===== config.mk =====
export PLATFORM = sky130hd
export DESIGN_NAME = pong_round_controller
export DESIGN_NICKNAME = d
export VERILOG_FILES = /design/src/rtl/pong_round_controller.sv
export SDC_FILE = /design/constraint.sdc
export NUM_CORES = 1
export LEC_CHECK = 0
export ABC_AREA = 1
export CORE_MARGIN = 8
export CORE_UTILIZATION = 40
export CTS_CLUSTER_SIZE = 30
export DETAILED_ROUTE_END_ITERATION = 12
export PLACE_DENSITY = 0.72
export SYNTH_ARGS = -nofsm -noshare
export SYNTH_HDL_FRONTEND = slang
export SYNTH_SLANG_ARGS = --single-unit

===== constraint.sdc =====
create_clock -name clock -period 1.7 [get_ports clock]
set_clock_uncertainty 0.05 [all_clocks]
set_input_delay 0.51 -clock clock [delete_from_list [all_inputs] [get_ports clock]]
set_output_delay 0.51 -clock clock [all_outputs]
set_load 0.01 [all_outputs]

===== src/rtl/pong_round_controller.sv =====
// Round sequencer for the Pong datapath: synchronises the VGA frame strobe and
// the start button, steps the match through serve / play / score / game-over,
// holds the CPU in reset outside of play, keeps the score, and latches the ball
// position once per frame so the display never shows a half-updated position.
module pong_round_controller #(
  parameter int SERVE_FRAMES      = 60,
  parameter int SCORE_HOLD_FRAMES = 90,
  parameter int WIN_SCORE         = 7
) (
  input  logic       clock,
  input  logic       reset,
  input  logic       screenEnd,
  input  logic       start,
  input  logic [1:0] winner,
  input  logic [9:0] ball_x_in,
  input  logic [8:0] ball_y_in,
  output logic       posEdgeScreenEnd,
  output logic       cpu_reset,
  output logic [9:0] disp_ball_x,
  output logic [8:0] disp_ball_y,
  output logic [3:0] score_p1,
  output logic [3:0] score_p2,
  output logic       match_over,
  output logic [1:0] match_winner,
  output logic [2:0] state
);

  localparam int CNT_MAX = (SERVE_FRAMES > SCORE_HOLD_FRAMES) ? SERVE_FRAMES : SCORE_HOLD_FRAMES;
  localparam int CNT_W   = $clog2(CNT_MAX + 1);

  localparam logic [CNT_W-1:0] SERVE_LAST = CNT_W'(SERVE_FRAMES - 1);
  localparam logic [CNT_W-1:0] HOLD_LAST  = CNT_W'(SCORE_HOLD_FRAMES - 1);
  localparam logic [3:0]       WIN        = 4'(WIN_SCORE);

  typedef enum logic [2:0] {
    IDLE  = 3'd0,
    SERVE = 3'd1,
    PLAY  = 3'd2,
    SCORE = 3'd3,
    OVER  = 3'd4
  } state_t;

  state_t           st;
  logic [CNT_W-1:0] frame_cnt;

  logic se_p0, se_p1, se_p2;
  logic sb_p0, sb_p1, sb_p2;
  logic frame_tick, start_evt;
  logic p1_won, p2_won;
  logic [3:0] p1_next, p2_next;

  // Score increment that pins at the winning score instead of wrapping.
  function automatic logic [3:0] sat_inc(input logic [3:0] s);
    if (s >= WIN) return WIN;
    else          return s + 4'd1;
  endfunction

  assign state      = st;
  assign frame_tick = se_p1 & ~se_p2;
  assign start_evt  = sb_p1 & ~sb_p2;
  // 11 from the regfile is meaningless and treated like "no point scored".
  assign p1_won     = (winner == 2'b01);
  assign p2_won     = (winner == 2'b10);
  assign p1_next    = sat_inc(score_p1);
  assign p2_next    = sat_inc(score_p2);

  // Two-flop synchronisers plus one history flop per input for edge detection.
  always_ff @(posedge clock or negedge reset) begin
    if (!reset) begin
      se_p0 <= 1'b0; se_p1 <= 1'b0; se_p2 <= 1'b0;
      sb_p0 <= 1'b0; sb_p1 <= 1'b0; sb_p2 <= 1'b0;
    end else begin
      se_p0 <= screenEnd; se_p1 <= se_p0; se_p2 <= se_p1;
      sb_p0 <= start;     sb_p1 <= sb_p0; sb_p2 <= sb_p1;
    end
  end

  // Game-update pulse: only during play and only when no point was scored this cycle.
  always_ff @(posedge clock or negedge reset) begin
    if (!reset) posEdgeScreenEnd <= 1'b0;
    else        posEdgeScreenEnd <= frame_tick && (st == PLAY) && !p1_won && !p2_won;
  end

  // Tear-free display copy of the ball position, refreshed once per frame.
  always_ff @(posedge clock or negedge reset) begin
    if (!reset) begin
      disp_ball_x <= '0;
      disp_ball_y <= '0;
    end else if (frame_tick) begin
      disp_ball_x <= ball_x_in;
      disp_ball_y <= ball_y_in;
    end
  end

  // Round state machine with registered control outputs and score keeping.
  always_ff @(posedge clock or negedge reset) begin
    if (!reset) begin
      st           <= IDLE;
      frame_cnt    <= '0;
      cpu_reset    <= 1'b1;
      match_over   <= 1'b0;
      score_p1     <= 4'd0;
      score_p2     <= 4'd0;
      match_winner <= 2'b00;
    end else begin
      if (frame_tick) frame_cnt <= frame_cnt + CNT_W'(1);
      case (st)
        IDLE: begin
          if (start_evt) begin
            st        <= SERVE;
            frame_cnt <= '0;
          end
        end
        SERVE: begin
          if (frame_tick && frame_cnt == SERVE_LAST) begin
            st        <= PLAY;
            cpu_reset <= 1'b0;
            frame_cnt <= '0;
          end
        end
        PLAY: begin
          // A scored point wins over a frame tick arriving in the same cycle.
          if (p1_won) begin
            score_p1  <= p1_next;
            if (p1_next == WIN) match_winner <= 2'b01;
            st        <= SCORE;
            cpu_reset <= 1'b1;
            frame_cnt <= '0;
          end else if (p2_won) begin
            score_p2  <= p2_next;
            if (p2_next == WIN) match_winner <= 2'b10;
            st        <= SCORE;
            cpu_reset <= 1'b1;
            frame_cnt <= '0;
          end
        end
        SCORE: begin
          if (frame_tick && frame_cnt == HOLD_LAST) begin
            frame_cnt <= '0;
            if (match_winner != 2'b00) begin
              st         <= OVER;
              match_over <= 1'b1;
            end else begin
              st <= SERVE;
            end
          end
        end
        OVER: begin
          if (start_evt) begin
            score_p1     <= 4'd0;
            score_p2     <= 4'd0;
            match_winner <= 2'b00;
            match_over   <= 1'b0;
            st           <= SERVE;
            frame_cnt    <= '0;
          end
        end
        default: begin
          st         <= IDLE;
          cpu_reset  <= 1'b1;
          match_over <= 1'b0;
          frame_cnt  <= '0;
        end
      endcase
    end
  end

endmodule


Yosys cells after proc, flatten, opt, wreduce, memory -nomap -nowiden
Cells that the tools add are included.
- add/subtract/negate cells: 3
- order comparisons: 2
- equality and inequality tests: 21
- multiplexer cells: 36
- bitwise operators: 6
- reductions and logical operators: 19
- operator list (kind ; count):
    $mux 7 ; 6
    $pmux 7 s4 ; 1
    $mux 4 ; 6
    $mux 3 ; 6
    $pmux 4 s2 ; 2
    $ne 2x2->1 const B ; 7
    $pmux 3 s4 ; 1
    $reduce_and 4->1 ; 3
    $mux 2 ; 5
    $add 4x1->4 const B ; 2
    $eq 4x3->1 const B ; 2
    $ge 4x3->1 const B ; 2
    $add 7x1->7 const B ; 1
    $eq 7x6->1 const B ; 1
    $eq 7x7->1 const B ; 1
    $eq 3x2->1 const B ; 2
    $mux 1 ; 6
    $ne 3x2->1 const B ; 2
    $pmux 1 s3 ; 2
    $reduce_and 3->1 ; 2
    $reduce_or 3->1 ; 2
    $logic_and 1x1->1 ; 5
    $reduce_and 5->1 ; 1
    $not 1->1 ; 4
    other kinds (12) ; 15
- register bits: 48
- input bits: 25
- output and inout port bits: 35
- word-level logic and storage cells: 103

Logic depth before layout (Yosys ltp)
Gate-level depths: netlist of run 1.
- word-level depth: 7
- mapped depth: 10
- mapped depth without buffers: 10

Worst setup path after synthesis of run 1
Ideal clock, no wire load.
- path type: register to register
- start point: reg st[1], in the netlist state[1]
- end point: reg match_winner[1]
- library setup time: 117 ps
- arrival: 1279 ps
- required time: 1533 ps
- slack: 254 ps
- cell stages (with the launch flop): 9
- buffers on the path: 0
- clock period less this slack: 1446 ps
- path through: dfrtp_1 -> nor2_2 -> nand2_2 -> nand2_2 -> nand2_2 -> nor2_4 -> nand3_2 -> nand2_1 -> nand2_1
- word-level cells in the longest chain between the ends: 3
- elaborated cells on any way between the ends: 9
- those cells by class: 6 x eq/ne; 1 x mux; 2 x reduce/logical
- ends and longest elaborated chain (element ; line ; RTL):
    from (decl) ; 43 ; state_t st;
    from (signal assigned) ; 98 ; st <= IDLE;
    from (signal assigned) ; 110 ; st <= SERVE;
    from (signal assigned) ; 116 ; st <= PLAY;
    $eq 3x2->1 or $eq 3x3->1 (tied branches) ; 107 ; case (st)
    $ne 3x2->1 (no source line), or another cell as far along ; n/a ;
    $reduce_and 5->1 (no source line) ; n/a ;
    to (signal assigned) ; 104 ; match_winner <= 2'b00;
    to (signal assigned) ; 125 ; if (p1_next == WIN) match_winner <= 2'b01;
    to (signal assigned) ; 131 ; if (p2_next == WIN) match_winner <= 2'b10;
    to (decl) ; 24 ; output logic [1:0] match_winner,
Parallel ways exist; a longest one is shown, timed or not.
A chain may end at the register's enable or synchronous reset.

Final worst setup path of run 1
- start point: reg cpu_reset
- end point: out cpu_reset
- RTL lines (element ; line ; RTL):
    from (decl) ; 18 ; output logic cpu_reset,
    from (signal assigned) ; 100 ; cpu_reset <= 1'b1;
    from (signal assigned) ; 117 ; cpu_reset <= 1'b0;
    from (signal assigned) ; 127 ; cpu_reset <= 1'b1;
No word-level cell between the ends.

==> flow_metrics.tcl, run 1 <==
set metrics [dict create \
    run_status "complete, no violations" \
    rr_startpoint "state[0]" \
    cp_top_family "flip-flops" \
    drv_cap 0 \
    synth-simple-area-share_pct 34.4 \
    start_kind "flip-flop" \
    ys_warn_count 0 \
    ir_drop_v 0.000646 \
    die_h_microns 91.5 \
    drtPass1Iterations 4 \
    synth_xor_area_share_pct 1.54 \
    grt_pass1_wl_mm 9.09 \
    synth.top_cell.area_share_pct 51.6 \
    grt_usage_pct 13.3 \
    cp_slowest_cell "dfstp_2" \
    critPathArrivalTime_ns 1.08 \
    cts_root_buf "clkbuf_8" \
    rsz0062_at_grt "no" \
    grt_max_degree 49 \
    hold_viol_final 0 \
    cp_max_fo 2 \
    fmax_ghz 0.611 \
    tritoncts "yes" \
    antenna_left 0 \
    cts.sinks 48 \
    areaGrowthSynthToFinish_pct 36.8 \
    fp.dieW_microns 91.5 \
    cp-end-kind "primary output" \
    worst-path-buf-inv 1 \
    maxSlewHeadroom_pct 81.9 \
    setup_viol 0 \
    gp_congestion 0.855 \
    post-route-min-period_ns 1.64 \
    htree_levels 2 \
    netlist_area_sq_um 2280 \
    core_sq_um 5510 \
    netlist_top_cells_area "dfrtp_1 (52%), nand2_1 (19%), inv_1 (3.8%)" \
    grt-ovfl-total 0 \
    grt_pass1_vias 2005 \
    synth_area_per_cell_sq_um 8.25 \
    synth_fp_nets 307 \
    final_max_slew_viol_count 0 \
    place.port_buffers 59 \
    path_class "flip-flop to primary output" \
    post-route-period-util_pct 96.2 \
    clock_latency_ns 0.30 \
    hold_slack_ns 0.113 \
    drc_errors 0 \
    synth_top_cell_by_area "dfrtp_1" \
    drive_gt1_share_pct 12.6 \
    synth_top_family_by_area "simple AND/OR/NAND/NOR gates" \
    hp-class "primary input to asynchronous set/reset pin" \
    ios 60 \
    cts_buffer_depth 2 \
    numCtsBuffers 5 \
    clk_pin_slew_ns 0.09 \
    synth_compound_area_share_pct 3.02 \
    yosys.area_share.adder_pct 3.30 \
    diodes 0 \
    dpl_worst_slack_ns -0.344 \
    post_drt_wl_per_cell_microns 12.5 \
    setup_slack_ns 0.0642 \
    fp.dieArea_sq_um 8360 \
    critPathLaunch "cpu_reset" \
    syn_inst 276 \
    leakagePower_nw 1.63 \
    required_ns 1.14 \
    power_density_nw_per_um2 1430 \
    cpPeakStageDelay_ns 0.54 \
    worstMarginPinSlew_ns 0.271 \
    grt_antenna_before_repair 0 \
    nets 378 \
    p_total_mw 4.47 \
    ys_seq_area_share_pct 52.8 \
    row_count 27 \
    drt_iter0_drc 59 \
    drt-total-wl_mm 5.26 \
    hpwl_mm 3.96 \
    worstPathCellList "clkdlybuf4s15_1" \
    ys_seq_elements 48 \
    synthMuxAreaShare_pct 0 \
    final_util_pct 56.6 \
    num_vias 1971 \
    initial_core_util_pct 41.4 \
    viasPerCell 4.69 \
    yosys.cell_types.count 26 \
]
[metrics by stage]
stage                     std cells  instance area (sq um)  TNS, ns
after global routing            420                   3120        0
after global placement          410                   3000    -4.77
after detailed placement        410                   3000    -5.57
after floorplan                 276                   2280        0
after CTS                       419                   3070        0
final                           420                   3120        0
[logic make-up (layout without fill, tap and decap cells)]
family / Yosys count / count (layout)
fa+ha+maj: 6 / 6
flops: 48 / 48
simple gates: 177 / 177
compound gates: 13 / 13
buf+inv: 28 / 100
xor+xnor: 4 / 4
[cells in the mapped netlist, drive strengths merged]
library cell	instances
clkbuf	4
or2	1
ha	6
o21ai	10
and2	1
nand3b	1
nand2	117
nor3	3
nor2b	1
dfstp	1
dfrtp	47
buf	1
nand3	17
inv	23
xnor2	1
xor2	3
a21oi	3
nand4	7
nor2	29
[power by group]
part / total, mW / switching, mW / internal [mW]
Clock: 0.800 / 0.363 / 0.437
Combinational: 2.04 / 1.18 / 0.861
Sequential: 1.63 / 0.212 / 1.42
[repair_timing]
item | CTS | global route
hold buffers | 0 | 0
resized for setup | 39 | 12
pin swaps | 1 | 5
setup endpoints to repair | 39 | 16
buffers inserted | 1 | 1
[area by class of cell]
class                           count  area, sq um
Inverter                           23         86.3
Multi-Input combinational cell    200          992
Fill cell                         523         2390
Sequential cell                    48         1200
Clock inverter                      2         35.0
Tap cell                           72         90.1
Timing Repair Buffer               69          636
Clock buffer                        6         72.6
[registers in the layout, summed over array words and instances (netlist names)]
name / count
posEdgeScreenEnd: 1
state: 3
sb_p0: 1
score_p1: 4
score_p2: 4
se_p2: 1
sb_p2: 1
match_over: 1
se_p0: 1
match_winner: 2
frame_cnt: 7
sb_p1: 1
cpu_reset: 1
disp_ball_x: 10
disp_ball_y: 9
se_p1: 1
[routing by layer]
| metal | wire (microns) | vias up | track usage (%) |
|---|---|---|---|
| li1 | - | 1003 | - |
| met1 | 2290 | 915 | 15.3 |
| met4 | 98 | 0 | 7.37 |
| met2 | 2540 | 45 | 21.5 |
| met3 | 329 | 8 | 3.95 |
| met5 | 0 | - | 0 |
[path summary, 6_finish.rpt]
check,end,slack (ns),cells after the start
setup / recovery,cpu_reset,0.06,1
hold / removal,disp_ball_x[2],0.11,2
setup reg to reg,match_winner[1],0.13,7
hold reg to reg,sb_p1,0.30,0
max in group asynchronous,cpu_reset,1.20,2
min in group clock,sb_p1,0.30,0
[layout by cell type (no fill, tap or decap)]
cell             instances
clkdlybuf4s50_1         21
nand3_4                  1
nand2_2                  5
or2_2                    1
buf_4                    9
clkdlybuf4s15_1          1
ha_4                     1
inv_2                    4
nand2_1                112
o21ai_1                  4
a21oi_1                  2
clkbuf_1                 1
inv_1                   19
buf_2                    1
and2_1                   1
clkinv_2                 1
clkbuf_8                 5
nor2_4                   2
nand3_2                  2
dfrtp_2                  1
dfstp_2                  1
a21oi_4                  1
dfrtp_1                 46
nand4_1                  7
dlygate4sd2_1           34
nand3_1                 14
dlymetal6s2s_1           2
nand3b_1                 1
ha_1                     5
nor2b_4                  1
bufinv_16                1
nor2_2                   5
nor2_1                  22
buf_12                   1
xor2_1                   3
o21ai_0                  6
nor3_2                   1
xnor2_1                  1
nor3_1                   2
Power figures use the tool's default switching activity.
==> inputs of run 2 (changes only) <==
clock period = 1.63 ns   (was 1.7 ns; I/O delays follow)
==> run 2 against run 1 <==
Net effect: wire length fell by 4.3%; clock power fell by 14%; critical path type unchanged; sequential share of layout area rose by 0.38 points; non-clock buffer count rose by 2; critical path depth did not move; first-iteration DRC count rose by 69%; via count fell by 2.2%; final cell count rose by 0.48%.
==> flow_metrics.tcl, run 2 (synthesis results as in run 1) <==
set metrics [dict create \
    hpwl_mm 3.84 \
    cp-end-kind "primary output" \
    setup_viol 0 \
    grt_pass1_wl_mm 8.89 \
    drt_iter0_drc 100 \
    path_class "flip-flop to primary output" \
    critPathArrivalTime_ns 1.04 \
    tritoncts "yes" \
    viasPerCell 4.57 \
    worstMarginPinSlew_ns 0.282 \
    drt-total-wl_mm 5.03 \
    clock_latency_ns 0.30 \
    stdcell_area_sq_um 3090 \
    antenna_left 0 \
    grt_pass1_vias 1954 \
    place.port_buffers 59 \
    grt_max_degree 49 \
    cts_root_buf "clkbuf_8" \
    diodes 0 \
    cpPeakStageDelay_ns 0.45 \
    final_common_cell "nand2_1" \
    hold_slack_ns 0.103 \
    run_status "complete, no violations" \
    cp_top_family "flip-flops" \
    top_regs "disp_ball_x: 10 flops, disp_ball_y: 9 flops, frame_cnt: 7 flops" \
    hp-class "primary input to asynchronous set/reset pin" \
    areaGrowthSynthToFinish_pct 35.5 \
    initial_core_util_pct 41.4 \
    r2r_end "state[0]" \
    grt_usage_pct 12.7 \
    postPlaceCellArea_sq_um 3020 \
    leakagePower_nw 1.62 \
    reg2reg_depth 9 \
    worstSetupEndpoint "state[0]" \
    ir_drop_v 0.000712 \
    final_cell_mix "nand2_1 (113), dfrtp_1 (46), dlygate4sd2_1 (35)" \
    worstPathCellList "dlygate4sd2_1" \
    rrSetupSlack_ns 0.13 \
    drtPass1Iterations 4 \
    rsz0062_at_grt "yes" \
    final_max_slew_viol_count 0 \
    cp_max_fo 5 \
    ios 60 \
    crit_cells 1 \
    p_total_mw 4.48 \
    rr_startpoint "state[0]" \
    clk_pin_slew_ns 0.09 \
    power_density_nw_per_um2 1450 \
    drive_gt1_share_pct 12.9 \
    post-route-min-period_ns 1.57 \
    fmax_ghz 0.635 \
    grt_antenna_before_repair 0 \
    cp_slowest_cell "dfrtp_2" \
    drv_cap 0 \
    row_count 27 \
    maxSlewHeadroom_pct 81.0 \
    numCtsBuffers 5 \
    critPathLaunch "state[0]" \
    nets 380 \
    placed_cells 413 \
    fp.dieW_microns 91.5 \
    htree_levels 2 \
    cts_buffer_depth 2 \
    fp.dieArea_sq_um 8360 \
    regMostFlops "disp_ball_x" \
    post-route-period-util_pct 96.6 \
    start_kind "flip-flop" \
    fill_cells 524 \
    num_vias 1927 \
    cts.sinks 48 \
    postCtsHoldBufs 0 \
    required_ns 1.09 \
    core_sq_um 5510 \
    post_drt_wl_per_cell_microns 11.9 \
    grt-ovfl-total 0 \
    instances_no_fill 422 \
    gp_congestion 0.800 \
    worst-path-buf-inv 1 \
    die_h_microns 91.5 \
    drc_errors 0 \
    hold_viol_final 0 \
    largest_register_ffs 10 \
]
-- run 2: changes by cell type in the layout (fill, tap and decap cells not counted), moves of 2 or more --
cell / before / now
o21ai_0: 6 / 9
inv_1: 19 / 21
o21ai_1: 4 / 1
inv_2: 4 / 2
-- run 2: cell type report --
cell class | count | area, sq um | area share (%)
repair buffers | 71 | 646 | 20.9
clock inverters | 3 | 18.8 | 0.608
well taps | 72 | 90.1 | 2.92
inverters | 23 | 86.3 | 2.80
clock buffers | 5 | 68.8 | 2.23
flip-flops and latches | 48 | 1200 | 39.0
multi-input cells | 200 | 972 | 31.5
-- run 2: power breakdown --
part / total (mW) / internal (mW) / leakage [nW] / switching, mW
Combinational: 2.10 / 0.904 / 0.976 / 1.19
Sequential: 1.69 / 1.48 / 0.600 / 0.213
Clock: 0.691 / 0.299 / 0.0479 / 0.391
Total: 4.48 / 2.68 / 1.62 / 1.80
-- run 2: metal layers --
metal,vias up,GRT usage [%],part of all wire (%)
met4,0,5.18,1.7
met3,7,3.62,6.1
met1,865,14.5,45
met2,46,21.5,47
li1,1009,-,-
met5,-,0,0
-- run 2: what timing repair did --
item	in CTS	in global routing
gates resized for setup	41	4
setup buffers	0	1
pin swaps	3	4
endpoints found under the setup margin	43	17
-- run 2: how the worst min path moves through the flow --
stage,startpoint,endpoint,slack (ns),cells after the start
CTS,reset,disp_ball_y[7],0.11,2
finish,reset,disp_ball_x[2],0.10,2
global route,reset,disp_ball_y[7],0.11,2
floorplan,reset,disp_ball_x[0],0.14,0
global placement,sb_p0,sb_p1,0.28,0
detailed placement,se_p0,se_p1,0.29,0
-- run 2: per-stage QoR --
stage | worst slack, ns | TNS, ns | util (%)
2_1_floorplan | 0.184 | 0 | -
3_3_place_gp | -0.346 | -5.86 | 54.9
3_5_place_dp | -0.385 | -6.41 | 54.9
4_1_cts | 0.00517 | 0 | 55.7
5_1_grt | -0.0271 | -0.101 | 56.0
6_report | 0.0552 | 0 | 56.0
==> inputs of run 3 (changes only) <==
CAP_MARGIN = 15   (was not set)
CORE_MARGIN = 3   (was 8)
==> run 3 against run 2 <==
Net effect: register-to-register slack about the same; setup slack better by 0.0094 ns; final cell count grew 0.24%; wire length is 4.0% lower; sequential cell count unchanged; combinational power increased by 6%; largest power group unchanged.
==> flow_metrics.tcl, run 3 (synthesis results as in run 1) <==
set metrics [dict create \
    grt_usage_pct 16.3 \
    leakagePower_nw 1.63 \
    power_density_nw_per_um2 1470 \
    drv_cap 0 \
    final_cell_mix "nand2_1 (112), dfrtp_1 (46), dlygate4sd2_1 (35)" \
    drt-total-wl_mm 4.83 \
    areaGrowthSynthToFinish_pct 37.4 \
    cts_buffer_depth 2 \
    core_sq_um 5300 \
    antenna_left 0 \
    die_h_microns 81.5 \
    nets 383 \
    ir_drop_v 0.000650 \
    stdcell_area_sq_um 3130 \
    fp.dieArea_sq_um 6630 \
    grt-ovfl-total 0 \
    hold_viol_final 0 \
    viasPerCell 4.51 \
    hpwl_mm 3.64 \
    start_kind "flip-flop" \
    numCtsBuffers 5 \
    grt_pass1_vias 1844 \
    rsz0062_at_grt "no" \
    final_common_cell "nand2_1" \
    diodes 0 \
    num_vias 1909 \
    drt_iter0_drc 99 \
    m1WireLength_mm 2.23 \
    initial_core_util_pct 42.9 \
    clock_latency_ns 0.31 \
    drtPass1Iterations 4 \
    drive_gt1_share_pct 14.7 \
    finalSetupTns_ns 0 \
    setup_viol 0 \
    final_max_slew_viol_count 0 \
    cts_root_buf "clkbuf_8" \
    seq_area_sq_um 1200 \
    grt_antenna_before_repair 0 \
    critPathArrivalTime_ns 1.03 \
    cp_top_family "flip-flops" \
    maxSlewHeadroom_pct 82.2 \
    multi_input_area_sq_um 995 \
    ios 60 \
    gp_congestion 0.816 \
    cpPeakStageDelay_ns 0.43 \
    cts.sinks 48 \
    tritoncts "yes" \
    cp_max_fo 3 \
    largest_register_ffs 10 \
    hold_slack_ns 0.114 \
    grt_pass1_wl_mm 8.34 \
    top_regs "disp_ball_x: 10 flops, disp_ball_y: 9 flops, frame_cnt: 7 flops" \
    post-route-period-util_pct 96.0 \
    post_drt_wl_per_cell_microns 11.4 \
    place.port_buffers 59 \
    grt_max_degree 49 \
    met2_wirelength_mm 2.32 \
    placed_cells 410 \
    run_status "complete, no violations" \
    required_ns 1.09 \
    postPlaceCellArea_sq_um 3010 \
    hp-class "primary input to asynchronous set/reset pin" \
    cp-end-kind "primary output" \
    instances_no_fill 423 \
    clk_pin_slew_ns 0.09 \
    wl_met3_microns 258 \
    worst-path-buf-inv 1 \
    regMostFlops "disp_ball_x" \
    worstPathCellList "dlygate4sd2_1" \
    drc_errors 0 \
    htree_levels 2 \
    critPathLaunch "state[1]" \
    postCtsHoldBufs 0 \
    fill_cells 475 \
    row_count 26 \
    fp.dieW_microns 81.5 \
    p_total_mw 4.60 \
    rr_startpoint "state[0]" \
    worstMarginPinSlew_ns 0.265 \
    cp_slowest_cell "dfrtp_1" \
    fmax_ghz 0.639 \
    path_class "flip-flop to primary output" \
    post-route-min-period_ns 1.57 \
    top_layer "met4" \
]
## run 3: cell count changes in the layout (fill, tap and decap cells not counted), sizes merged
cell / change
buf: +3
clkinv: -2
clkinvlp: +2
## run 3: final cells by class
type	instances	share of cell area, %
Multi-Input combinational cell	200	31.8
Tap cell	70	2.80
Clock inverter	3	0.760
Clock buffer	5	2.20
Timing Repair Buffer	74	21.2
Sequential cell	48	38.5
Inverter	23	2.76
## run 3: routing by layer
metal | vias to the layer above | GRT usage, %
met2 | 39 | 26.3
met1 | 853 | 21.7
li1 | 1015 | -
met5 | - | 0
met4 | 0 | 5.24
met3 | 2 | 3.62
## run 3: path summary, 6_finish.rpt
check                             endpoint  slack, ns  cells past startpoint
max                               state[1]       0.06                      1
min                             match_over       0.11                      2
max reg2reg                match_winner[0]       0.13                      9
min reg2reg                          sb_p1       0.30                      0
max in group asynchronous        cpu_reset       1.15                      2
min in group clock                   sb_p1       0.30                      0
## run 3: timing repair
action                     4_1_cts  5_1_grt
setup endpoints to repair       43       19
pin swaps                        3        4
buffers inserted                 5        0
hold endpoints to repair         0        0
gates resized for setup         43       10
## run 3: report_power, final
part           internal, mW  switching [mW]  total, mW
Combinational         0.958            1.27       2.23
Sequential             1.48           0.186       1.66
Clock                 0.304           0.400      0.704
Total                  2.74            1.86       4.60
## run 3: stage by stage
stage	util, %	setup slack, ns
floorplan	-	0.184
global placement	56.8	-0.347
detailed placement	56.8	-0.379
CTS	58.6	0.00388
global route	59.0	0.00262
finish	59.0	0.0646
==> patch 1 (settings of run 3) <==
Reset style: synchronous (`reset`), changed in 4 clocked blocks.
--- a/src/rtl/pong_round_controller.sv
+++ b/src/rtl/pong_round_controller.sv
@@ -66,5 +66,5 @@
 
   // Two-flop synchronisers plus one history flop per input for edge detection.
-  always_ff @(posedge clock or negedge reset) begin
+  always_ff @(posedge clock) begin
     if (!reset) begin
       se_p0 <= 1'b0; se_p1 <= 1'b0; se_p2 <= 1'b0;
@@ -77,5 +77,5 @@
 
   // Game-update pulse: only during play and only when no point was scored this cycle.
-  always_ff @(posedge clock or negedge reset) begin
+  always_ff @(posedge clock) begin
     if (!reset) posEdgeScreenEnd <= 1'b0;
     else        posEdgeScreenEnd <= frame_tick && (st == PLAY) && !p1_won && !p2_won;
@@ -83,5 +83,5 @@
 
   // Tear-free display copy of the ball position, refreshed once per frame.
-  always_ff @(posedge clock or negedge reset) begin
+  always_ff @(posedge clock) begin
     if (!reset) begin
       disp_ball_x <= '0;
@@ -94,5 +94,5 @@
 
   // Round state machine with registered control outputs and score keeping.
-  always_ff @(posedge clock or negedge reset) begin
+  always_ff @(posedge clock) begin
     if (!reset) begin
       st           <= IDLE;
Check against the original RTL: differs if reset is asserted again (counterexample within 4 cycles, from zero or initial values and one cycle with reset low); with reset held inactive, the same outputs for 10 cycles.
==> patch 1 against run 3 <==
Sequential cell count unchanged; synthesized cell count increased by 7.2%; global-route usage decreased by 0.33 points; sequential power decreased by 13%; worst setup slack improved by 0.029 ns; routed wire length increased by 0.35%; hold slack improved by 0.26 ns; cell area decreased by 5.1%; area after synthesis decreased by 6.8%; total power decreased by 22%; count of clock-buffer cells in the layout increased by 1; critical endpoint is now score_p2[2]; largest power group is now sequential cells.
==> patch 1: results <==
grt:
  antenna_found_initial: 0
  grt_pass1_vias: 1869
  grtUsageMet1_pct: 19.6
  met3_usage_pct: 5.44
  global_route.usage.met2_pct: 26.7
  grt_pass1_wl_um: 8050
  track_usage_pct: 15.9
  grt_max_degree: 23
routing:
  drt_wl_total_um: 4840
  viasPerCell: 4.70
  top_layer: "met4"
  wl_met3_um: 361
  drt_iter0_markers: 81
  routed-wl-met2_um: 2270
  vias: 2051
  m1WireLength_um: 2160
cells_and_area:
  reg_top3: "disp_ball_x (10), disp_ball_y (9), frame_cnt (7)"
  fillCellCount: 454
  finalInstanceArea_um2: 2970
  finalNetCount: 399
  drive_gt1_share_pct: 15.2
hold_path:
  hp-class: "register to register"
  worstHoldStart: "se_p0"
  hold_depth: 2
placement:
  routabilityCongestion: 0.890
  place_ws_ns: -0.474
  dpl.hpwl_um: 3550
  postPlaceCellArea_um2: 2860
  dp_cells: 427
  port_buffers: 59
timing:
  holdWs_ns: 0.370
  fmax_mhz: 651
  slew_headroom_pct: 59.7
synthesis:
  yosys-top-cells-area: "dfxtp_1, nor2_1, nand2_1"
  synth.distinct_cells: 27
  yosysSeqAreaShare_pct: 45.3
  synth_fp_nets: 327
  async_reset_ff_share_pct: 0
  ys.flop_type: "dfxtp_1"
  synth_cells: 296
  synthTopCellsByCount: "nor2_1, dfxtp_1, nand2_1"
clocking:
  clk_latency_ns: 0.30
  cts_resized: 45
  cts_buffers: 5
  cts_setup_buffers: 0
  path_clk_slew_ns: 0.09
power_and_ir_drop:
  vdd_drop_max_mv: 0.587
  power_leakage_nw: 1.44
  switching_power_mw: 1.35
worst_setup_path:
  crit_path_max_incr_delay_ns: 0.40
  critical_path.startpoint: "score_p2[2]"
  crit_fanout: 5
  cp.arrival_ns: 1.00
  ff2ff_path_depth: 8
  critPathTopFamily: "flip-flops"
  cp_slowest_cell: "dfxtp_1"
  reg2reg_slack_ns: 0.10
  r2r-start: "state[2]"
outcome:
  status: "finished clean"
patch 1: layout make-up:
type / count / share of cell area (%)
Multi-Input combinational cell: 205 / 35.0
Sequential cell: 48 / 32.5
Timing Repair Buffer: 72 / 21.7
Inverter: 36 / 4.63
Tap cell: 67 / 2.82
Clock buffer: 6 / 2.78
Clock inverter: 2 / 0.505
patch 1: path summary, 6_finish.rpt:
path,end
setup / recovery,score_p2[2]
hold reg to reg,se_p1
setup reg to reg,frame_cnt[4]
hold / removal,se_p1
patch 1: power groups by stage:
stage	clock (mW)	combinational, mW	sequential [mW]
after floorplan	0	0.778	1.53
after global placement	0	1.39	1.47
after detailed placement	0	1.41	1.47
after CTS	0.765	1.35	1.44
after global routing	0.821	1.58	1.47
final	0.748	1.42	1.44
patch 1: logic make-up after synthesis:
kind of cell	Yosys count	synth area share [%]
and+or+nand+nor	154	31.5
adders and majority gates	6	3.54
buffers and inverters	43	7.78
DFF	48	45.3
AOI/OAI and AO/OA	39	9.49
xor gates and xnor gates	6	2.47
==> patch 2 (config.mk and constraints of run 3) <==
Made on the original files. Set the parameter `SCORE_HOLD_FRAMES` to 45 (it was 90).
--- a/src/rtl/pong_round_controller.sv
+++ b/src/rtl/pong_round_controller.sv
@@ -5,5 +5,5 @@
 module pong_round_controller #(
   parameter int SERVE_FRAMES      = 60,
-  parameter int SCORE_HOLD_FRAMES = 90,
+  parameter int SCORE_HOLD_FRAMES = 45,
   parameter int WIN_SCORE         = 7
 ) (
Check against the original RTL: same outputs for any inputs over 10 cycles, from zero or initial values and one cycle with reset low; that may be too few to reach the edited logic, so the function may still have changed.
==> patch 2 against run 3 <==
Area after synthesis down 4.9%; non-clock buffer count is 1 higher; via count rose by 1.0%; maximum frequency hardly changed; worst setup slack better by 0.0014 ns; sequential cell count fell by 1; sequential power down 2%; register-to-register slack got worse by 0.03 ns; total power decreased by 3.9%; global-route usage rose by 0.43 points; cell area down 2.6%; routed wire length grew 1.6%; clock power fell by 5.7%; largest power group unchanged.
==> patch 2: results <==
power_and_ir_drop:
  power_leakage_nw: 1.64
  vdd_drop_max_mv: 0.679
clocking:
  clk_latency_ns: 0.29
  cts_buffers: 5
  cts.htree.levels: 2
  cts_setup_buffers: 5
  cts_resized: 45
  clockRootBuffer: "clkbuf_8"
  path_clk_slew_ns: 0.08
  clockBufferDepth: 2
cells_and_area:
  fillCellCount: 469
  fin_cells: 415
  reg_top3: "disp_ball_x (10), disp_ball_y (9), frame_cnt (6)"
  finalNetCount: 375
  drive_gt1_share_pct: 13.9
  diodes: 0
outcome:
  status: "finished clean"
grt:
  grt_pass1_vias: 1862
  antenna_found_initial: 0
  grt_max_degree: 48
  track_usage_pct: 16.7
  grt_pass1_wl_um: 8300
timing:
  hold_viol: 0
  slew_headroom_pct: 80.6
worst_setup_path:
  cp_slowest_cell: "dfrtp_1"
  crit_fanout: 4
  crit_path_max_incr_delay_ns: 0.43
  cp.arrival_ns: 1.02
  critPathTopFamily: "flip-flops"
synthesis:
  yosysWarningCount: 0
  synthTopCellsByCount: "nand2_1, dfrtp_1, inv_1"
  synth.distinct_cells: 22
  avgSynthCellArea_um2: 8.14
  synth-xor-area-share_pct: 1.21
  synth.mux.area_fraction_pct: 0
  synth_fa_ha_area_share_pct: 3.47
  synth_fp_nets: 297
  async_reset_ff_share_pct: 100
  yosysSeqAreaShare_pct: 54.4
  synth-compound-area-share_pct: 3.76
  yosys-top-cells-area: "dfrtp_1, nand2_1, inv_1"
placement:
  dp_cells: 399
  port_buffers: 59
  postPlaceCellArea_um2: 2890
  dpl.hpwl_um: 3440
  routabilityCongestion: 0.849
hold_path:
  hp-class: "primary input to async pin"
routing:
  firstDrtPassIters: 4
  vias: 1929
  drt_iter0_markers: 121
  drt_wl_total_um: 4900
floorplanning:
  die-area_um2: 6330
-- patch 2: area by class of cell --
cell class	instances	share of cell area, %
Multi-Input combinational cell	185	30.0
Clock buffer	5	2.26
Tap cell	70	2.87
Inverter	30	3.70
Timing Repair Buffer	75	22.1
Sequential cell	47	38.6
Clock inverter	3	0.493
-- patch 2: kinds of logic after synthesis --
family / count (synthesis)
buf+inv: 34
flops: 47
simple gates: 161
compound gates: 15
fa+ha+maj: 6
xor+xnor: 3
-- patch 2: path summary, 6_finish.rpt --
kind	slack (ns)	cells after the start	from	endpoint
setup reg to reg	0.10	8	state[0]	score_p1[1]
setup / recovery	0.07	1	score_p2[3]	score_p2[3]
hold reg to reg	0.30	0	sb_p0	sb_p1
min in group clock	0.30	0	sb_p0	sb_p1
max in group asynchronous	1.14	2	reset	cpu_reset
hold / removal	0.1	2	reset	disp_ball_x[4]
-- patch 2: power breakdown --
| part | internal, mW | total, mW | switching (mW) |
|---|---|---|---|
| combinational | 0.900 | 2.13 | 1.23 |
| clock | 0.294 | 0.664 | 0.370 |
| sequential | 1.45 | 1.62 | 0.177 |
| total | 2.64 | 4.42 | 1.78 |
-- patch 2: routing by layer --
layer  up-vias  global-route usage [%]  wire [um]
li1        976                       -          -
met1       897                    21.6       2160
met2        47                    27.5       2400
met3         9                    3.84        258
met4         0                    5.67         83
met5         -                       0          0
-- patch 2: per-stage QoR --
| step | setup TNS, ns | utilization (%) | setup slack (ns) |
|---|---|---|---|
| floorplan | 0 | - | 0.188 |
| global placement | -6.58 | 55.9 | -0.375 |
| detailed placement | -7.39 | 55.9 | -0.415 |
| CTS | 0 | 58.0 | 0.00323 |
| global route | -0.0556 | 58.9 | -0.0222 |
| finish | 0 | 58.9 | 0.0660 |
